### src/rtl/div_pkg.sv
// Shared definitions for the sequential restoring divider: state encoding,
// counter sizing and the divide-by-zero quotient constant.
package div_pkg;

    // State encoding for the divider FSM (IDLE -> RUN -> DONE -> IDLE).
    localparam logic [1:0] IDLE = 2'd0;
    localparam logic [1:0] RUN  = 2'd1;
    localparam logic [1:0] DONE = 2'd2;

    function automatic int cnt_width(input int w);
        return $clog2(w + 1);
    endfunction

    function automatic logic [31:0] dbz_quotient(input int w);
        return (w >= 32) ? 32'hFFFF_FFFF : ((32'd1 << w) - 32'd1);
    endfunction

endpackage

### src/rtl/div_restore_step.sv
// One combinational restoring-division step: shift in the next dividend bit,
// trial-subtract the divisor and keep or restore the partial remainder.
module div_restore_step
    import div_pkg::*;
#(
    parameter int WIDTH = 8
) (
    input  logic [WIDTH-1:0] rem_in,
    input  logic             dvd_bit,
    input  logic [WIDTH-1:0] divisor,
    output logic [WIDTH-1:0] rem_out,
    output logic             q_bit
);

    logic [WIDTH:0] shifted;
    logic [WIDTH:0] trial;

    // The trial result always lies in (-2^WIDTH, 2^WIDTH), so its MSB is an exact sign.
    assign shifted = {rem_in, dvd_bit};
    assign trial   = shifted - {1'b0, divisor};
    assign q_bit   = ~trial[WIDTH];
    assign rem_out = q_bit ? trial[WIDTH-1:0] : shifted[WIDTH-1:0];

endmodule

### src/rtl/seq_divider_nbit.sv
// WIDTH-bit multi-cycle restoring divider with start/done handshake and
// divide-by-zero flag; define DIV_SIGNED_EN to add two's-complement operation.
module seq_divider_nbit
    import div_pkg::*;
#(
    parameter int WIDTH = 8
) (
    input  logic             clk,
    input  logic             reset,
    input  logic             start,
    input  logic [WIDTH-1:0] dividend,
    input  logic [WIDTH-1:0] divisor,
    input  logic             sign_mode,
    output logic             busy,
    output logic             done,
    output logic [WIDTH-1:0] quotient,
    output logic [WIDTH-1:0] remainder,
    output logic             div_by_zero
);

    localparam int              CW      = cnt_width(WIDTH);
    localparam logic [31:0]     DBZ_ALL = dbz_quotient(WIDTH);
    localparam logic [WIDTH-1:0] DBZ_Q  = DBZ_ALL[WIDTH-1:0];

    logic [1:0]       state_q, state_d;
    logic [CW-1:0]    cnt_q, cnt_d;
    logic [WIDTH-1:0] rem_q, rem_d;
    logic [WIDTH-1:0] work_q, work_d;
    logic [WIDTH-1:0] dsr_q, dsr_d;
    logic             zdiv_q, zdiv_d;
    logic [WIDTH-1:0] quotient_q, quotient_d;
    logic [WIDTH-1:0] remainder_q, remainder_d;
    logic             dbz_q, dbz_d;

    logic [WIDTH-1:0] step_rem;
    logic             step_qbit;
    logic             run_last;
    logic [WIDTH-1:0] a_mag, b_mag;
    logic [WIDTH-1:0] q_final, r_final;

`ifdef DIV_SIGNED_EN
    logic qneg_q, qneg_d, rneg_q, rneg_d;
    logic a_neg, b_neg;

    // Magnitudes feed the unsigned core; signs are reapplied when results are registered.
    assign a_neg   = sign_mode & dividend[WIDTH-1];
    assign b_neg   = sign_mode & divisor[WIDTH-1];
    assign a_mag   = a_neg ? -dividend : dividend;
    assign b_mag   = b_neg ? -divisor : divisor;
    assign q_final = zdiv_q ? DBZ_Q : (qneg_q ? -work_q : work_q);
    assign r_final = zdiv_q ? (rneg_q ? -work_q : work_q) : (rneg_q ? -rem_q : rem_q);
`else
    logic unused_sign_mode;

    assign unused_sign_mode = sign_mode;
    assign a_mag   = dividend;
    assign b_mag   = divisor;
    assign q_final = zdiv_q ? DBZ_Q : work_q;
    assign r_final = zdiv_q ? work_q : rem_q;
`endif

    div_restore_step #(.WIDTH(WIDTH)) u_step (
        .rem_in  (rem_q),
        .dvd_bit (work_q[WIDTH-1]),
        .divisor (dsr_q),
        .rem_out (step_rem),
        .q_bit   (step_qbit)
    );

    // A zero divisor skips the iterations but keeps the two-cycle RUN dwell.
    assign run_last = zdiv_q ? (cnt_q == CW'(1)) : (cnt_q == CW'(WIDTH));

    always_comb begin
        // NOTE: every _d gets its hold value first so no path leaves it unassigned (no latch).
        state_d     = state_q;
        cnt_d       = cnt_q;
        rem_d       = rem_q;
        work_d      = work_q;
        dsr_d       = dsr_q;
        zdiv_d      = zdiv_q;
        quotient_d  = quotient_q;
        remainder_d = remainder_q;
        dbz_d       = dbz_q;
`ifdef DIV_SIGNED_EN
        qneg_d      = qneg_q;
        rneg_d      = rneg_q;
`endif
        case (state_q)
            IDLE: begin
                if (start) begin
                    state_d = RUN;
                    cnt_d   = '0;
                    rem_d   = '0;
                    work_d  = a_mag;
                    dsr_d   = b_mag;
                    zdiv_d  = (divisor == '0);
`ifdef DIV_SIGNED_EN
                    qneg_d  = a_neg ^ b_neg;
                    rneg_d  = a_neg;
`endif
                end
            end
            RUN: begin
                if (run_last) begin
                    state_d     = DONE;
                    quotient_d  = q_final;
                    remainder_d = r_final;
                    dbz_d       = zdiv_q;
                end else begin
                    cnt_d = cnt_q + CW'(1);
                    if (!zdiv_q) begin
                        rem_d  = step_rem;
                        work_d = {work_q[WIDTH-2:0], step_qbit};
                    end
                end
            end
            DONE:    state_d = IDLE;
            default: state_d = IDLE;
        endcase
    end

    always_ff @(posedge clk) begin
        // NOTE: sequential state uses non-blocking assignments only.
        if (reset) begin
            state_q     <= IDLE;
            cnt_q       <= '0;
            rem_q       <= '0;
            work_q      <= '0;
            dsr_q       <= '0;
            zdiv_q      <= 1'b0;
            quotient_q  <= '0;
            remainder_q <= '0;
            dbz_q       <= 1'b0;
`ifdef DIV_SIGNED_EN
            qneg_q      <= 1'b0;
            rneg_q      <= 1'b0;
`endif
        end else begin
            state_q     <= state_d;
            cnt_q       <= cnt_d;
            rem_q       <= rem_d;
            work_q      <= work_d;
            dsr_q       <= dsr_d;
            zdiv_q      <= zdiv_d;
            quotient_q  <= quotient_d;
            remainder_q <= remainder_d;
            dbz_q       <= dbz_d;
`ifdef DIV_SIGNED_EN
            qneg_q      <= qneg_d;
            rneg_q      <= rneg_d;
`endif
        end
    end

    assign busy        = (state_q != IDLE);
    assign done        = (state_q == DONE);
    assign quotient    = quotient_q;
    assign remainder   = remainder_q;
    assign div_by_zero = dbz_q;

endmodule
### config.mk
export PLATFORM = sky130hd
export DESIGN_NAME = seq_divider_nbit
export DESIGN_NICKNAME = d
export VERILOG_FILES = /design/src/rtl/div_pkg.sv /design/src/rtl/div_restore_step.sv /design/src/rtl/seq_divider_nbit.sv
export SDC_FILE = /design/constraint.sdc
export NUM_CORES = 1
export LEC_CHECK = 0
export CAP_MARGIN = 20
export CELL_PAD_IN_SITES_DETAIL_PLACEMENT = 1
export CELL_PAD_IN_SITES_GLOBAL_PLACEMENT = 1
export CORE_AREA = 2 2 73 88
export CTS_CLUSTER_DIAMETER = 30
export DETAILED_ROUTE_END_ITERATION = 6
export DIE_AREA = 0 0 75 90
export PLACE_DENSITY_LB_ADDON = 0.05
export SLEW_MARGIN = 10
export SYNTH_ARGS = -nofsm -noshare
export SYNTH_HDL_FRONTEND = slang
export SYNTH_HIERARCHICAL = 1
export SYNTH_SLANG_ARGS = --single-unit
### constraint.sdc
create_clock -name clk -period 6.22 [get_ports clk]
set_clock_uncertainty 0.1 [all_clocks]
set_input_delay 0.622 -clock clk [delete_from_list [all_inputs] [get_ports clk]]
set_output_delay 0.622 -clock clk [all_outputs]
set_load 0.005 [all_outputs]
# After elaboration in Yosys (flattened, before gate mapping)
# Cells that the tools add are included.
[classes]
n_bitwise = 1
n_eq_ne = 8
muxes = 18
addsub = 2
reduce_logical = 9
[op_table]
columns = ["op", "n"]
rows = [
  ["$mux 8", 9],
  ["$pmux 8 s2", 2],
  ["$sub 9x8->9", 1],
  ["$logic_not 8->1", 1],
  ["$mux 4", 2],
  ["$ne 2x2->1 const B", 4],
  ["$pmux 4 s2", 1],
  ["$reduce_and 2->1", 3],
  ["$add 4x1->4 const B", 1],
  ["$eq 4x1->1 const B", 1],
  ["$eq 4x4->1 const B", 1],
  ["$mux 2", 2],
  ["$pmux 2 s2", 1],
  ["$reduce_and 4->1", 1],
  ["$reduce_bool 2->1", 2],
  ["$reduce_and 3->1", 1],
  ["$eq 2x1->1 const B", 1],
  ["$eq 2x2->1 const B", 1],
  ["$logic_not 2->1", 1],
  ["$mux 1", 1],
  ["$not 1->1", 1],
]
[word_totals]
wordCells = 47
reg_bits = 48
output_inout_bits = 19
in_bits = 20

# Longest topological paths before layout
# Gate-level depths: netlist of the first run.
[depth]
depth_word = 5
depth_mapped = 11
mapped_depth_nobuf = 11

# Hierarchy
# Netlist of the first run, hierarchy kept.
[modules_own_cells]
columns = ["mod", "area_per_inst_um2", "cells_per_inst", "instances"]
rows = [
  ["seq_divider_nbit", 1973.1, 222, 1],
  ["div_restore_step", 485.5, 58, 1],
]

# Worst setup path after synthesis of the first run
# Ideal clock, no wire load.
[synth_path]
kind = "reg2reg"
startpoint = "reg work_q[7]"
endpoint = "reg rem_q[1]"
slack_ps = 3755
required_time_ps = 6003
path_stages_with_launch = 11
period_less_slack_ps = 2465
path_buffers = 0
setup_ps = 117
t_arrival_ps = 2248
path_cell_list = "dfxtp_1 -> inv_1 -> ha_1 -> inv_1 -> fa_1 -> a21o_1 -> a21oi_2 -> o31ai_4 -> xor2_4 -> mux2_2 -> a22o_1"
[synth_between]
elab_chain_cells = 5
[synth_rtl]
columns = ["element", "line_no", "text"]
rows = [
  ["from (decl)", "seq_divider_nbit.sv:28", "logic [WIDTH-1:0] work_q, work_d;"],
  ["from (signal assigned)", "seq_divider_nbit.sv:142", "work_q <= work_d;"],
  ["$sub 9x8->9", "div_restore_step.sv:20", "assign trial = shifted - {1'b0, divisor};"],
  ["$mux 8", "div_restore_step.sv:22", "assign rem_out = q_bit ? trial[WIDTH-1:0] : shifted[WIDTH-1:0];"],
  ["via step_rem[1]", "seq_divider_nbit.sv:35", "logic [WIDTH-1:0] step_rem;"],
  ["$mux 8", "seq_divider_nbit.sv:111", "if (!zdiv_q) begin"],
  ["$mux 8", "seq_divider_nbit.sv:104", "if (run_last) begin"],
  ["$pmux 8 s2", "seq_divider_nbit.sv:88", "case (state_q)"],
  ["to (signal assigned)", "seq_divider_nbit.sv:141", "rem_q <= rem_d;"],
  ["to (decl)", "seq_divider_nbit.sv:27", "logic [WIDTH-1:0] rem_q, rem_d;"],
]
# The timed path passes the listed nets, and every way through them passes these cells. The select of a mux whose other input is x is not followed.
# A chain may end at the register's enable or synchronous reset.

# Final worst setup path of the first run
# Ends and elaborated chain as after synthesis.

==> flow_metrics.env, run 1 <==
export IMPL_die_h_um=90
export IMPL_num_fill_cells=707
export IMPL_irDropWorstVdd_v=0.000139
export IMPL_clock_latency_ns=0.30
export IMPL_rsz0062_at_grt="no"
export IMPL_r2r_start="work_q[7]"
export IMPL_area_growth_pct=20.7
export IMPL_status="finished clean"
export IMPL_grt_overflow_total=0
export IMPL_synth_area_leaders="dfxtp_1, nand2_1, a21oi_1"
export IMPL_critPathLaunchType="flip-flop"
export IMPL_syn_avg_cell_area_um2=8.78
export IMPL_worstPathRequired_ns=6.31
export IMPL_p_leak_nw=1.04
export IMPL_cts_setup_buffers=0
export IMPL_tritoncts="done"
export IMPL_finalSetupViolCount=0
export IMPL_clock_fmax_mhz=358
export IMPL_cts_made_buffers=5
export IMPL_vias=2124
export IMPL_hold_path_class="flip-flop to flip-flop"
export IMPL_slew_violations=0
export IMPL_vias_per_cell=5.39
export IMPL_cts_root_buf="clkbuf_8"
export IMPL_critPathLaunch="work_q[7]"
export IMPL_antenna_cells=0
export IMPL_fin_nets=341
export IMPL_synth_top_area_share_pct=39.1
export IMPL_syn_inst=280
export IMPL_drive_gt1_share_pct=9.94
export IMPL_cts_htree_levels=2
export IMPL_synth_edf_count=0
export IMPL_gp_congestion=0.757
export IMPL_yosysTopAreaCell="dfxtp_1"
export IMPL_cts_resized=0
export IMPL_ys_types=47
export IMPL_grt_pass1_vias=2211
export IMPL_end_kind="flip-flop"
export IMPL_cp_max_fo=9
export IMPL_tns_ns=0
export IMPL_r2r_slack_ns=3.43
export IMPL_synth_nets=310
export IMPL_seq_area_frac_synth_pct=39.1
export IMPL_clkSlewWorstSetupHoldPaths_ns=0.09
export IMPL_drt_initial_drc_count=51
export IMPL_clock_sinks=48
export IMPL_drc_errors=0
export IMPL_critPathArrivalTime_ns=2.88
export IMPL_relSlewSlack_pct=31.3
export IMPL_coreArea_um2=5930
export IMPL_io_buffers=37
export IMPL_tightestPinTransition_ns=1.03
export IMPL_drv_cap=0
export IMPL_die_x_um=75
export IMPL_hold_buffers=0
export IMPL_path_class="flip-flop to flip-flop"
export IMPL_yosysWarningCount=6
export IMPL_period_minus_slack_ns=2.79
export IMPL_drt_first_pass_iters=4
export IMPL_antenna_found_initial=0
export IMPL_clockBufferDepth=2
export IMPL_ys_flop_type="dfxtp_1"
export IMPL_wl_um=6170
export IMPL_grt_pass1_wl_um=10500
export IMPL_dieArea_um2=6750
export IMPL_hpwl_um=4400
export IMPL_final_hold_violation_count=0
export IMPL_num_rows=31
export IMPL_fin_crit_sh_pct=44.9
export IMPL_grt_use_total_pct=19.8
export IMPL_ant_nets=0
export IMPL_ys_ff_latch=48
export IMPL_start_util_pct=41.4
export IMPL_synthArstFlopShare_pct=0
export IMPL_synth_area_um2=2460
export IMPL_wl_per_cell_um=15.7
export IMPL_hold_ws_ns=0.358
export IMPL_top_level_ports=39
export IMPL_pwr_density_cell_nw_per_um2=242
export IMPL_grt_max_degree=45
export IMPL_worstHoldStart="dsr_q[6]"
worst max-delay path: stages (launching register included):
cell,delay (ns)
dfxtp_1,0.38
inv_1,0.11
ha_1,0.16
inv_1,0.05
fa_1,0.40
a21o_1,0.19
a21oi_2,0.26
o31ai_4,0.13
xor2_4,0.34
mux2_2,0.38
a22o_1,0.19
area by class of cell:
cell class              instances  area [um^2]  area share [%]
flip-flops and latches         48          961            32.4
clock buffers                   6         82.6            2.78
inverters                      10         37.5            1.27
multi-input cells             206         1380            46.5
repair buffers                 40          393            13.2
well taps                      82          103            3.46
clock inverters                 2         10.0           0.337
worst paths after layout:
kind	to	cells past startpoint
worst max-delay path	rem_q[1]	10
worst max register to register	rem_q[1]	10
worst min-delay path	dsr_q[6]	2
worst min register to register	dsr_q[6]	2
sequential cells by signal, summed over array words and instances (netlist names):
register and cells:
dsr_q 8, zdiv_q 1, div_by_zero 1, quotient 8
work_q 8, rem_q 8, remainder 8, state_q 2
cnt_q 4
cells in the mapped netlist, types with 2 or more instances:
| master | count |
|---|---|
| xnor2_1 | 2 |
| nor2b_1 | 3 |
| nor2_1 | 22 |
| xor2_1 | 4 |
| a211oi_1 | 8 |
| nor3_1 | 17 |
| a22o_1 | 6 |
| nand3b_1 | 2 |
| a311oi_1 | 8 |
| clkbuf_1 | 11 |
| nor4_1 | 3 |
| a211oi_2 | 2 |
| nand3_1 | 3 |
| dfxtp_1 | 48 |
| or2_2 | 2 |
| o21a_1 | 2 |
| nand2b_1 | 4 |
| inv_1 | 10 |
| or3b_4 | 2 |
| nand4_1 | 3 |
| ha_1 | 9 |
| buf_6 | 2 |
| mux2i_1 | 9 |
| a21oi_1 | 26 |
| o21ai_0 | 6 |
| mux2_2 | 7 |
| a21oi_2 | 2 |
| nand2_1 | 38 |
cell usage in the layout, fill, tap and decap left out, drive strengths merged, types with 2 or more instances in the layout:
master,netlist,layout
a311oi,8,8
dfxtp,48,48
nor2,22,22
buf,5,3
ha,9,9
a21oi,28,28
nor2b,3,3
nor3,17,17
o21ai,6,6
nand3,3,3
or2,2,2
nand2b,4,4
mux2i,9,9
clkinv,0,2
nand2,38,38
xnor2,2,2
a211oi,10,10
mux2,8,8
or3b,2,2
xor2,5,5
inv,10,10
nand4,3,3
clkdlybuf4s50,0,37
a22o,6,6
o21a,2,2
nand3b,2,2
clkbuf,11,6
nor4,4,4
cells by family after synthesis:
kind of cell / share of synthesized area (%)
compound gates: 19.8
xor+xnor: 3.26
fa+ha+maj: 5.39
buf+inv: 4.78
flops: 39.1
mux: 7.33
simple gates: 20.4
where the power goes:
group	leakage, nW	total, mW	switching, mW	internal [mW]
clock	0.0510	0.195	0.106	0.0890
combinational	0.598	0.184	0.0953	0.0884
sequential	0.391	0.339	0.0171	0.322
total	1.04	0.718	0.219	0.499
per-stage QoR:
step / instances / instance area [um^2] / utilization, % / total power, mW / setup WS (ns)
2_1_floorplan: 280 / 2460 / - / 0.479 / 3.76
3_3_place_gp: 386 / 2870 / 48.4 / 0.524 / 3.51
3_5_place_dp: 386 / 2870 / 48.4 / 0.529 / 3.44
4_1_cts: 394 / 2970 / 50.0 / 0.722 / 3.43
5_1_grt: 394 / 2970 / 50.0 / 0.754 / 3.32
6_report: 394 / 2970 / 50.0 / 0.718 / 3.43
per-layer routing:
| metal | global-route usage [%] | vias to the layer above | wire [um] |
|---|---|---|---|
| met5 | 0 | - | 0 |
| li1 | - | 1064 | - |
| met4 | 5.21 | 0 | 72 |
| met1 | 26.2 | 1026 | 2990 |
| met2 | 33.0 | 29 | 2960 |
| met3 | 3.03 | 5 | 150 |
Note: power is estimated with default switching activity, not from simulation.
==> run 2: changes to the inputs <==
Settings changed: CORE_AREA 2 2 73 88 to 2 2 75 91, DIE_AREA 0 0 75 90 to 0 0 77 93.
Clock period 6.22 ns to 2.61 ns, I/O delays scaled along.
==> run 2 against run 1 <==
Effect of this change:
- largest power group unchanged
- fmax is 11% higher
- via count is 0.85% higher
- first-iteration DRC count is 76% higher
- largest cell class unchanged
- critical endpoint unchanged
==> flow_metrics.env, run 2 (same netlist as run 1, synthesis figures left out) <==
export IMPL_critPathLaunchType="flip-flop"
export IMPL_fin_crit_sh_pct=96.6
export IMPL_tightestPinTransition_ns=0.624
export IMPL_path_class="flip-flop to flip-flop"
export IMPL_worstPathRequired_ns=2.70
export IMPL_fin_nets=349
export IMPL_vias=2142
export IMPL_period_minus_slack_ns=2.52
export IMPL_final_cells=404
export IMPL_hold_buffers=0
export IMPL_num_fill_cells=762
export IMPL_status="finished clean"
export IMPL_hold_path_class="flip-flop to flip-flop"
export IMPL_clock_latency_ns=0.30
export IMPL_end_kind="flip-flop"
export IMPL_gp_congestion=0.793
export IMPL_drv_cap=0
export IMPL_clock_sinks=48
export IMPL_antenna_found_initial=0
export IMPL_clock_fmax_mhz=396
export IMPL_tritoncts="done"
export IMPL_r2r_slack_ns=0.09
export IMPL_final_common_cell="dfxtp_1"
export IMPL_min_to="dsr_q[5]"
export IMPL_critPathArrivalTime_ns=2.62
export IMPL_cp_max_fo=7
export IMPL_rr_endpoint="rem_q[1]"
export IMPL_tns_ns=0
export IMPL_reg2reg_depth=11
export IMPL_drive_gt1_share_pct=12.5
export IMPL_final_cell_mix="dfxtp_1, nand2_1, clkdlybuf4s50_1, a21oi_1, nor2_1"
export IMPL_p_leak_nw=1.09
export IMPL_slew_violations=0
export IMPL_top_level_ports=39
export IMPL_antenna_cells=0
export IMPL_cts_htree_levels=2
export IMPL_start_util_pct=38.9
export IMPL_coreArea_um2=6330
export IMPL_multi_input_area_um2=1410
export IMPL_grt_pass1_wl_um=11200
export IMPL_drt_initial_drc_count=90
export IMPL_drt_first_pass_iters=4
export IMPL_cts_made_buffers=5
export IMPL_r2r_start="work_q[7]"
export IMPL_hpwl_um=4690
export IMPL_die_x_um=77
export IMPL_clockBufferDepth=2
export IMPL_die_h_um=93
export IMPL_area_growth_pct=24.4
export IMPL_num_rows=32
export IMPL_register_area_um2=961
export IMPL_wl_per_cell_um=15.9
export IMPL_io_buffers=37
export IMPL_ant_nets=0
export IMPL_final_hold_violation_count=0
export IMPL_finalSetupViolCount=0
export IMPL_grt_pass1_vias=2223
export IMPL_irDropWorstVdd_v=0.000238
export IMPL_grt_max_degree=24
export IMPL_cts_root_buf="clkbuf_8"
export IMPL_worstHoldStart="dsr_q[5]"
export IMPL_pwr_density_cell_nw_per_um2=577
export IMPL_holdPathStages=2
export IMPL_dp_cells=396
export IMPL_clkSlewWorstSetupHoldPaths_ns=0.08
export IMPL_wl_um=6400
export IMPL_drc_errors=0
export IMPL_grt_use_total_pct=19.5
export IMPL_vias_per_cell=5.30
export IMPL_grt_overflow_total=0
export IMPL_dieArea_um2=7160
export IMPL_relSlewSlack_pct=58.0
run 2: repair_timing:
action | in CTS | in global routing
setup buffers | 0 | 1
endpoints found under the setup margin | 5 | 8
pin swaps | 1 | 3
resized for setup | 1 | 8
run 2: metal layers:
metal  share of wire (%)  up-vias  global-route usage (%)
li1                    -     1084                       -
met1                  48     1026                    25.5
met2                  48       26                    32.7
met3                 2.4        6                    3.19
met4                 1.4        0                    6.55
met5                   0        -                       0
run 2: cell type report:
| class | instances | share of cell area, % |
|---|---|---|
| multi-input cells | 206 | 46.1 |
| clock inverters | 1 | 0.164 |
| flip-flops and latches | 48 | 31.4 |
| well taps | 85 | 3.48 |
| clock buffers | 6 | 2.37 |
| repair buffers | 48 | 15.2 |
| inverters | 10 | 1.23 |
run 2: power by group:
| group | leakage (nW) | total [mW] | internal (mW) | switching, mW |
|---|---|---|---|---|
| sequential | 0.391 | 0.806 | 0.767 | 0.0390 |
| clock | 0.0410 | 0.421 | 0.183 | 0.239 |
| combinational | 0.654 | 0.537 | 0.286 | 0.251 |
run 2: worst max path at each step:
stage	from	endpoint	slack (ns)	depth (start not counted)
5_1_grt	work_q[7]	rem_q[4]	-0.02	12
3_3_place_gp	work_q[7]	rem_q[2]	0.03	10
6_report	work_q[7]	rem_q[1]	0.09	11
3_5_place_dp	work_q[7]	rem_q[7]	-0.03	10
4_1_cts	work_q[7]	rem_q[1]	0.02	10
2_1_floorplan	work_q[7]	rem_q[1]	0.15	10
run 2: critical path, cell delays in order (launching register included):
cell and delay, ns:
dfxtp_1 0.33, inv_2 0.06, ha_2 0.16, inv_1 0.05, fa_2 0.34, a21o_1 0.22, a21oi_4 0.21, o31ai_4 0.10
xor2_4 0.19, buf_12 0.15, mux2_4 0.30, a22o_1 0.20
run 2: through the flow:
stage	power [mW]	hold WS (ns)	instance area [um^2]	worst slack, ns	util (%)
after floorplan	1.14	0.297	2460	0.145	-
after global placement	1.27	0.348	2930	0.0296	46.3
after detailed placement	1.28	0.351	2930	-0.0252	46.3
after CTS	1.71	0.363	3020	0.0154	47.7
after global routing	1.87	0.384	3060	-0.0180	48.4
final	1.76	0.361	3060	0.0879	48.4
==> run 3: changes to the inputs <==
Settings changed: CORE_AREA 2 2 75 91 to 2 2 70 85, DIE_AREA 0 0 77 93 to 0 0 72 87, DONT_BUFFER_PORTS set to 1.
==> run 3 against run 2 <==
Effect of this change:
- worst setup slack improved by 0.0061 ns
- global-route usage grew 1.7 points
- hold slack worse by 0.34 ns
- highest routed layer unchanged
- final cell count down 11%
- largest power group unchanged
==> flow_metrics.env, run 3 (same netlist as run 1, synthesis figures left out) <==
export IMPL_worstPathRequired_ns=2.72
export IMPL_clockBufferDepth=2
export IMPL_slew_violations=0
export IMPL_p_switching_mw=0.552
export IMPL_antenna_found_initial=0
export IMPL_hold_path_class="input port to flip-flop"
export IMPL_clkPwrFrac_pct=26.5
export IMPL_relSlewSlack_pct=54.1
export IMPL_status="finished clean"
export IMPL_holdPathStages=2
export IMPL_ant_nets=0
export IMPL_drv_cap=0
export IMPL_path_class="flip-flop to flip-flop"
export IMPL_critPathBufInv=3
export IMPL_num_rows=30
export IMPL_clock_sinks=48
export IMPL_power_frac_comb_pct=29.1
export IMPL_cp_max_fo=7
export IMPL_irDropWorstVdd_v=0.000272
export IMPL_hpwl_um=4320
export IMPL_dp_cells=338
export IMPL_finalSetupViolCount=0
export IMPL_tns_ns=0
export IMPL_p_int_mw=1.26
export IMPL_grt_overflow_total=0
export IMPL_antenna_cells=0
export IMPL_top_level_ports=39
export IMPL_die_h_um=87
export IMPL_vias_per_cell=5.71
export IMPL_critPathArrivalTime_ns=2.62
export IMPL_die_x_um=72
export IMPL_postPlaceCellArea_um2=2530
export IMPL_gp_congestion=0.756
export IMPL_final_common_cell="dfxtp_1"
export IMPL_drt_initial_drc_count=86
export IMPL_hold_ws_ns=0.0176
export IMPL_crit_path_max_incr_delay_ns=0.34
export IMPL_fin_crit_sh_pct=96.4
export IMPL_final_cells=359
export IMPL_io_buffers=0
export IMPL_swShare_pct=30.4
export IMPL_rsz0062_at_grt="no"
export IMPL_p_leak_nw=1.00
export IMPL_clock_fmax_mhz=397
export IMPL_drive_gt1_share_pct=14.6
export IMPL_grt_max_degree=43
export IMPL_final_cell_mix="dfxtp_1, nand2_1, a21oi_1, nor2_1, nor3_1"
export IMPL_grt_pass1_wl_um=10300
export IMPL_tritoncts="done"
export IMPL_clock_latency_ns=0.31
export IMPL_final_hold_violation_count=0
export IMPL_drt_first_pass_iters=4
export IMPL_start_util_pct=44.6
export IMPL_pwr_density_cell_nw_per_um2=648
export IMPL_fin_nets=324
export IMPL_grt_pass1_vias=2025
export IMPL_grt_use_total_pct=21.2
export IMPL_end_kind="flip-flop"
export IMPL_wl_per_cell_um=17.6
export IMPL_critPathLaunchType="flip-flop"
export IMPL_area_growth_pct=13.8
export IMPL_cts_made_buffers=5
export IMPL_vias=2051
export IMPL_fin_area_um2=2800
export IMPL_wl_um=6300
export IMPL_worst_path_max_delay_cell="fa_2"
export IMPL_drc_errors=0
export IMPL_crit_family="compound AO/OA/AOI/OAI gates"
export IMPL_seqPwrFrac_pct=44.4
export IMPL_cts_root_buf="clkbuf_8"
export IMPL_worst_path_most_repeated_cell="inv_1"
export IMPL_reg2reg_depth=11
export IMPL_crit_chain="inv_1 -> ha_2 -> inv_1 -> fa_2 -> a21o_1 -> a21oi_4 -> o31ai_4 -> xor2_4 -> buf_12 -> mux2_2 -> a22o_1"
export IMPL_dieArea_um2=6260
export IMPL_path_depth=11
export IMPL_coreArea_um2=5520
export IMPL_period_minus_slack_ns=2.52
export IMPL_tightestPinTransition_ns=0.686
export IMPL_cts_htree_levels=2
export IMPL_r2r_slack_ns=0.09
export IMPL_clkSlewWorstSetupHoldPaths_ns=0.10
## run 3: changes by cell type in the layout (fill, tap and decap cells not counted), moves of 2 or more
cell             change
dlygate4sd3_1       +10
mux2_4               -3
mux2_2               +3
clkinvlp_4           +2
clkdlybuf4s50_1     -37
## run 3: power by group through the flow
stage / sequential (mW) / clock [mW] / combinational [mW]
global placement: 0.821 / 0 / 0.419
detailed placement: 0.822 / 0 / 0.424
floorplan: 0.810 / 0 / 0.333
finish: 0.805 / 0.482 / 0.528
CTS: 0.805 / 0.491 / 0.454
global route: 0.811 / 0.529 / 0.581
## run 3: cell type report
| cell class | count | area [um^2] |
|---|---|---|
| fillers | 646 | 2720 |
| multi-input cells | 206 | 1400 |
| flip-flops and latches | 48 | 961 |
| repair buffers | 23 | 223 |
| clock buffers | 6 | 82.6 |
| well taps | 64 | 80.1 |
| inverters | 10 | 37.5 |
| clock inverters | 2 | 15.0 |
## run 3: what timing repair did
action,4_1_cts,5_1_grt
setup endpoints to repair,5,9
hold buffers,7,4
resized for setup,1,4
hold endpoints to repair,42,4
setup buffers,0,2
pin swaps,1,1
## run 3: metal layers
| metal | GRT usage [%] | up-vias | wire length (um) | share of wire, % |
|---|---|---|---|---|
| met5 | 0 | - | 0 | 0 |
| met4 | 6.17 | 0 | 77 | 1.2 |
| met3 | 3.59 | 6 | 153 | 2.4 |
| met2 | 34.0 | 28 | 3020 | 48 |
| met1 | 29.3 | 990 | 3050 | 48 |
| li1 | - | 1027 | - | - |
## run 3: metrics by stage
step | setup WS [ns] | power, mW | utilization, %
after detailed placement | 0.00195 | 1.25 | 45.9
after CTS | 0.0275 | 1.75 | 49.3
final | 0.0940 | 1.81 | 50.7
after global placement | 0.0609 | 1.24 | 45.9
after global routing | 0.00217 | 1.92 | 50.7
after floorplan | 0.145 | 1.14 | -
## run 3: worst register-to-register path, delay by kind of cell (launching register included)
kind | cells | cell delay (ns)
flops | 1 | 0.32
xor+xnor | 1 | 0.18
fa+ha+maj | 2 | 0.51
mux | 1 | 0.33
buf+inv | 3 | 0.27
compound gates | 4 | 0.70
## run 3: final timing paths
path / endpoint / start
worst max-delay path: rem_q[1] / work_q[7]
worst min-delay path: work_q[2] / dividend[2]
worst max register to register: rem_q[1] / work_q[7]
worst min register to register: dsr_q[6] / dsr_q[6]
